[src/rtl/im_loader.sv]
// Boot-time instruction memory loader: packs a byte stream into little-endian words and writes them to IM.
// Optional trailing checksum verification is enabled by defining IM_LOADER_CHECKSUM_EN.
module im_loader #(
  parameter int DEPTH = 1024
) (
  input  logic        clk,
  input  logic        rst_n,
  input  logic        start,
  input  logic [10:0] load_words,
  input  logic [7:0]  byte_in,
  input  logic        byte_valid,
  output logic        byte_ready,
  output logic        im_we,
  output logic [11:2] im_addr,
  output logic [31:0] im_din,
  output logic        busy,
  output logic        done,
  output logic        err
);

`ifdef IM_LOADER_CHECKSUM_EN
  typedef enum logic [1:0] {S_IDLE, S_LOAD, S_CHECK, S_FIN} state_t;
`else
  typedef enum logic [1:0] {S_IDLE, S_LOAD, S_FIN} state_t;
`endif

  localparam logic [10:0] DEPTH_W = 11'(DEPTH);

  state_t      state;
  logic [1:0]  byte_cnt;
  logic [9:0]  word_cnt;
  logic [9:0]  last_idx;
  logic [23:0] byte_buf;
`ifdef IM_LOADER_CHECKSUM_EN
  logic [31:0] sum;
`endif

  logic        accept;
  logic [31:0] word_full;

  // byte_ready is only ever high in LOAD/CHECK, so accept is implicitly state-qualified
  assign accept    = byte_valid && byte_ready;
  assign word_full = {byte_in, byte_buf};

  // NOTE: every register here is assigned with <= so all of them update together on the edge;
  // a blocking = would let later statements see the new value and break the pipeline timing.
  always_ff @(posedge clk or negedge rst_n) begin
    if (!rst_n) begin
      state      <= S_IDLE;
      byte_cnt   <= '0;
      word_cnt   <= '0;
      last_idx   <= '0;
      byte_buf   <= '0;
      byte_ready <= 1'b0;
      im_we      <= 1'b0;
      im_addr    <= '0;
      im_din     <= '0;
      busy       <= 1'b0;
      done       <= 1'b0;
      err        <= 1'b0;
`ifdef IM_LOADER_CHECKSUM_EN
      sum        <= '0;
`endif
    end else begin
      im_we <= 1'b0;
      done  <= 1'b0;

      if (accept) begin
        byte_cnt <= byte_cnt + 2'd1;
        case (byte_cnt)
          2'd0:    byte_buf[7:0]   <= byte_in;
          2'd1:    byte_buf[15:8]  <= byte_in;
          2'd2:    byte_buf[23:16] <= byte_in;
          default: ;
        endcase
      end

      case (state)
        S_IDLE: begin
          if (start) begin
            if (load_words == 11'd0) begin
              err   <= 1'b0;
              busy  <= 1'b1;
              done  <= 1'b1;
              state <= S_FIN;
            end else if (load_words > DEPTH_W) begin
              err <= 1'b1;
            end else begin
              err        <= 1'b0;
              busy       <= 1'b1;
              byte_ready <= 1'b1;
              byte_cnt   <= '0;
              word_cnt   <= '0;
              last_idx   <= 10'(load_words - 11'd1);
`ifdef IM_LOADER_CHECKSUM_EN
              sum        <= '0;
`endif
              state      <= S_LOAD;
            end
          end
        end

        S_LOAD: begin
          if (accept && byte_cnt == 2'd3) begin
            im_we    <= 1'b1;
            im_addr  <= word_cnt;
            im_din   <= word_full;
            word_cnt <= word_cnt + 10'd1;
`ifdef IM_LOADER_CHECKSUM_EN
            sum      <= sum + word_full;
            if (word_cnt == last_idx) state <= S_CHECK;
`else
            if (word_cnt == last_idx) begin
              byte_ready <= 1'b0;
              done       <= ~err;
              state      <= S_FIN;
            end
`endif
          end
        end

`ifdef IM_LOADER_CHECKSUM_EN
        // Trailer bytes reuse the word assembler but never reach the memory port
        S_CHECK: begin
          if (accept && byte_cnt == 2'd3) begin
            byte_ready <= 1'b0;
            state      <= S_FIN;
            if (word_full == sum) done <= 1'b1;
            else                  err  <= 1'b1;
          end
        end
`endif

        S_FIN: begin
          busy  <= 1'b0;
          state <= S_IDLE;
        end

        default: state <= S_IDLE;
      endcase
    end
  end

endmodule
[config.mk]
export PLATFORM = sky130hd
export DESIGN_NAME = im_loader
export DESIGN_NICKNAME = d
export VERILOG_FILES = /design/src/rtl/im_loader.sv
export SDC_FILE = /design/constraint.sdc
export NUM_CORES = 1
export LEC_CHECK = 0
export BUFFER_PORTS_ARGS = -buffer_cell sky130_fd_sc_hd__buf_2
export CORE_MARGIN = 2
export CORE_UTILIZATION = 32
export CTS_CLUSTER_SIZE = 12
export DETAILED_ROUTE_END_ITERATION = 8
export GPL_ROUTABILITY_DRIVEN = 0
export HOLD_SLACK_MARGIN = 0.06
export MAX_ROUTING_LAYER = met4
export PLACE_DENSITY = 0.58
export SLEW_MARGIN = 30
export SYNTH_ARGS = -nofsm -noshare
export SYNTH_HDL_FRONTEND = slang
export SYNTH_SLANG_ARGS = --single-unit
[constraint.sdc]
create_clock -name clk -period 2.35 [get_ports clk]
set_input_delay 0.3525 -clock clk [delete_from_list [all_inputs] [get_ports clk]]
set_output_delay 0.3525 -clock clk [all_outputs]
set_load 0.05 [all_outputs]
* After elaboration in Yosys (flattened, before gate mapping)
Index checks and enable logic that the tools add are counted.
** Cells by class
- Add/sub/neg operators :: 3
- Order comparisons :: 1
- Equal/unequal tests :: 12
- Mux-type cells :: 34
- Bitwise gates (word level) :: 3
- Reduce and logical (&&, ||, !) cells :: 17
** Operators with widths (number)
- $mux W10 :: 4
- $mux W2 :: 10
- $pmux W10 S2 :: 1
- $mux W1 :: 15
- $gt A11 B11 Y1 const B :: 1
- $logic_not A11 Y1 :: 1
- $add A10 B1 Y10 const B :: 1
- $eq A10 B10 Y1 :: 1
- $ne A2 B2 Y1 const B :: 5
- $reduce_and A2 Y1 :: 5
- $sub A10 B1 Y10 const B :: 1
- $reduce_and A4 Y1 :: 2
- $eq A2 B2 Y1 const B :: 3
- $pmux W1 S2 :: 3
- $reduce_and A6 Y1 :: 1
- $reduce_and A5 Y1 :: 1
- $eq A2 B1 Y1 const B :: 2
- $logic_not A2 Y1 :: 2
- $pmux W2 S2 :: 1
- $reduce_bool A2 Y1 :: 2
- $ne A3 B3 Y1 const B :: 1
- $not A1 Y1 :: 3
- $reduce_and A3 Y1 :: 1
- $add A2 B1 Y2 const B :: 1
- $logic_and A1 B1 Y1 :: 2
** Word-level totals
- Register bits :: 95
- Output and inout port bits :: 47

* Longest topological paths before layout
- Depth in word-level cells :: 6
- Mapped depth :: 8

* Worst setup path after synthesis
No wires, ideal clock.
- Path kind :: flip-flop to flip-flop
- Start point :: reg byte_ready
- End point :: reg im_din[24]
- Setup time :: 0.125 ns
- Arrival :: 2.141 ns
- Data required time :: 2.225 ns
- Slack :: 0.084 ns
- Stages on the path, launching flop included :: 6
- Path buffers :: 2
- Clock period less this slack :: 2.266 ns
- Cell sequence :: dfrtp_1 -> clkbuf_1 -> nand3_1 -> nor2_1 -> clkbuf_1 -> mux2_2
** Between the ends
- Longest elaborated chain between the ends :: 3
** RTL lines
- start, declared :: RTL line 12 : output logic byte_ready,
- start signal, assigned :: RTL line 54 : byte_ready <= 1'b0;
- start signal, assigned :: RTL line 91 : byte_ready <= 1'b1;
- start signal, assigned :: RTL line 114 : byte_ready <= 1'b0;
- $logic_and A1 B1 Y1 :: RTL line 42 : assign accept = byte_valid && byte_ready;
- $logic_and A1 B1 Y1 :: RTL line 104 : if (accept && byte_cnt == 2'd3) begin
- $reduce_and A2 Y1 (no source line)
- end signal, assigned :: RTL line 107 : im_din <= word_full;
- end, declared :: RTL line 15 : output logic [31:0] im_din,
No other way between the ends.
A chain may end at the register's enable or synchronous reset.

* Worst setup path after layout
- Start point :: in load_words[0]
- End point :: reg word_cnt[3]
** Between the ends
- Longest elaborated chain between the ends :: 3
- Elaborated cells on any way between the ends :: 5
** RTL lines
- start, declared :: RTL line 9 : input logic [10:0] load_words,
- $gt A11 B11 Y1 or $logic_not A11 Y1 (tied branches) :: RTL line 86, 81
- $ne A2 B2 Y1 (no source line)
- $reduce_and A5 Y1 (no source line) *
- end signal, assigned :: RTL line 108 : word_cnt <= word_cnt + 10'd1;
- end, declared :: RTL line 31 : logic [9:0] word_cnt;
Every way passes the cells marked *; elsewhere a longest branch is shown, timed or not.

==> impl_metrics.ini <==
[synth]
synth_enable_flop_cells = 0
synth-warning-count = 0
synth_common_cells = 95 x dfrtp_1, 65 x mux2_2, 21 x o21ai_0
netlist.area_leader.share_pct = 58.2
netlist_area_um2 = 4090
syn_inst = 318
avgSynthCellArea_um2 = 12.8
synthFlopType = dfrtp_1
yosysSeqAreaShare_pct = 58.2
async_flop_share_pct = 100
syn_nets = 348
ys_types = 37
ys_seq_elements = 95
synth_area_leaders = dfrtp_1 58%, mux2_2 18%, o21ai_0 2.6%
synth.most_common_cell = dfrtp_1
yosys.area.top_type = dfrtp_1

[timing]
rsz0062_at_grt = false
worst_hold_slack_ns = 0.0414
maxSlewHeadroom_pct = 59.4
tightest_slew_ns = 0.607
finalSetupViolCount = 0
post-route-period-util_pct = 88.2
layout_setup_ws_ns = 0.278
clock.fmax_ghz = 0.483
fin_crit_ns = 2.07
hold_violations = 0
finalClockSkew_ns = 0.00593
slew_viol_final = 0

[routing]
drc = 0
top_layer_used = met4
wl_met1_mm = 3.91
dr.first_iter.drc_count = 202
ant_nets = 0
wirelength_mm = 8.25
wl_met3_um = 277
firstDrtPassIters = 4
vias_per_cell = 4.66
wl_per_cell_um = 14.3
dr_wl_met2_mm = 3.93
num_vias = 2687

[layout]
drive_above_1_share_pct = 41.1
areaGrowthSynthToFinish_pct = 22.9
n_antenna_cell = 0
fin_nets = 429
final_area_um2 = 5020
final_util_pct = 40.1

[clocking]
ctsResizeCount = 0
holdBufCountCts = 0
htree_levels = 3
cts_sinks = 95
clk_latency_ns = 0.34
post_cts_buffers = 0
cts.clk_slew.worst_paths_ns = 0.06
cts-root-buf = clkbuf_16
clock_path_buffers = 2
cts_tree = done
numCtsBuffers = 9

[worst_setup_path]
start_kind = input pin
max_stage_delay_ns = 0.55
slowest_stage = or4b_1
crit_type = in2reg
cp_max_fo = 14
r2r_setup_slack_ns = 0.55
cp-end-kind = flip-flop
cp_data_arrival_time_ns = 2.34
cp_data_required_time_ns = 2.61
path_cells = buf_2, inv_1, ha_1, or4b_1, o31ai_4, a31oi_4, or4_1, a21oi_1

[floorplanning]
die_height_um = 117
fp.dieW_um = 117
dieArea_um2 = 13700
pin_count = 70
row_count = 41
core_area_um2 = 12500
start_util_pct = 32.6

[global_routing]
gr-total-overflow = 0
grt.total_usage_pct = 13.2
first_global_vias = 2662
grt_max_degree = 96
antenna_found_initial = 0
grt_pass1_wl_mm = 13.4

[placement]
place_area_um2 = 4720
io_buffers = 69
hpwl_mm = 5.85
dpl_worst_slack_ns = -0.134

[min_path]
hold_class = in2async

[power_and_ir_drop]
ir_drop_uv = 428
leakage_nw = 2.38
powerDensity_nw_per_um2 = 1320
p_total_mw = 6.61

[outcome]
status = completed

[flow_run]
maxCapViolations = 0
placed cells by master, fill, tap and decap left out, types with 3 or more instances in the layout:
cell type  netlist  final
ha_1             7      7
or3_1            5      5
buf_2            2     68
buf_4            0     10
nor4_1           3      3
nand2_1         20     20
a21oi_1         13     13
xnor2_1          9      9
dfrtp_1         95     95
nand3_1         11     11
and3_1           3      3
nand4_1          3      3
inv_1            9      9
mux2_2          65     65
nor2_1           9      8
o21ai_0         21     21
clkbuf_16        0      9
xor2_1           9      9
logic make-up (layout without fill, tap and decap cells):
family          Yosys count  in the layout  synth area share (%)
buf+inv                  19            105                  1.99
compound gates           46             46                  7.01
xor+xnor                 18             18                  3.86
simple gates             68             68                  8.88
fa+ha+maj                 7              7                  2.14
mux                      65             65                  17.9
flops                    95             95                  58.2
per-layer routing:
metal | vias up | global-route usage [%]
met5 | - | -
met4 | 0 | 5.65
met3 | 12 | 2.57
met2 | 50 | 20.6
met1 | 1326 | 17.0
li1 | 1299 | -
flip-flops by register name, indices dropped and copies added (netlist names):
signal and count:
done 1, im_addr 10, im_din 32, last_idx 10, state 2, byte_ready 1, im_we 1, err 1
word_cnt 10, byte_buf 24, byte_cnt 2, busy 1
cell type report:
cell class              count  area, um2
clock inverters             7       78.8
clock buffers               9        225
flip-flops and latches     95       2380
well taps                 172        215
repair buffers             80        455
multi-input cells         204       1630
inverters                   9       33.8
fillers                  1257       7500
path summary, 6_finish.rpt:
check | from | end | depth (start not counted)
max | load_words[0] | word_cnt[3] | 8
max reg2reg | byte_cnt[1] | word_cnt[6] | 7
max in group asynchronous | rst_n | im_din[31] | 2
min | rst_n | last_idx[0] | 2
min reg2reg | im_din[19] | im_din[19] | 1
min in group clk | byte_in[4] | byte_buf[12] | 2
power by group:
part           switching, mW  leakage [nW]  total [mW]  internal [mW]
clock                  0.634         0.144        1.47          0.837
combinational           1.64          1.02        2.49          0.853
sequential             0.384          1.21        2.64           2.26
total                   2.66          2.38        6.61           3.95
through the flow:
step                instances  setup TNS, ns
floorplan                 318              0
global placement          560         -0.115
detailed placement        560          -1.01
CTS                       576              0
global route              576              0
finish                    576              0
critical path: cells and delay by family:
| kind | cells | cell delay (ns) |
|---|---|---|
| fa+ha+maj | 1 | 0.13 |
| compound gates | 3 | 0.61 |
| simple gates | 2 | 1.08 |
| buf+inv | 2 | 0.17 |
(Power assumes the default switching activity.)
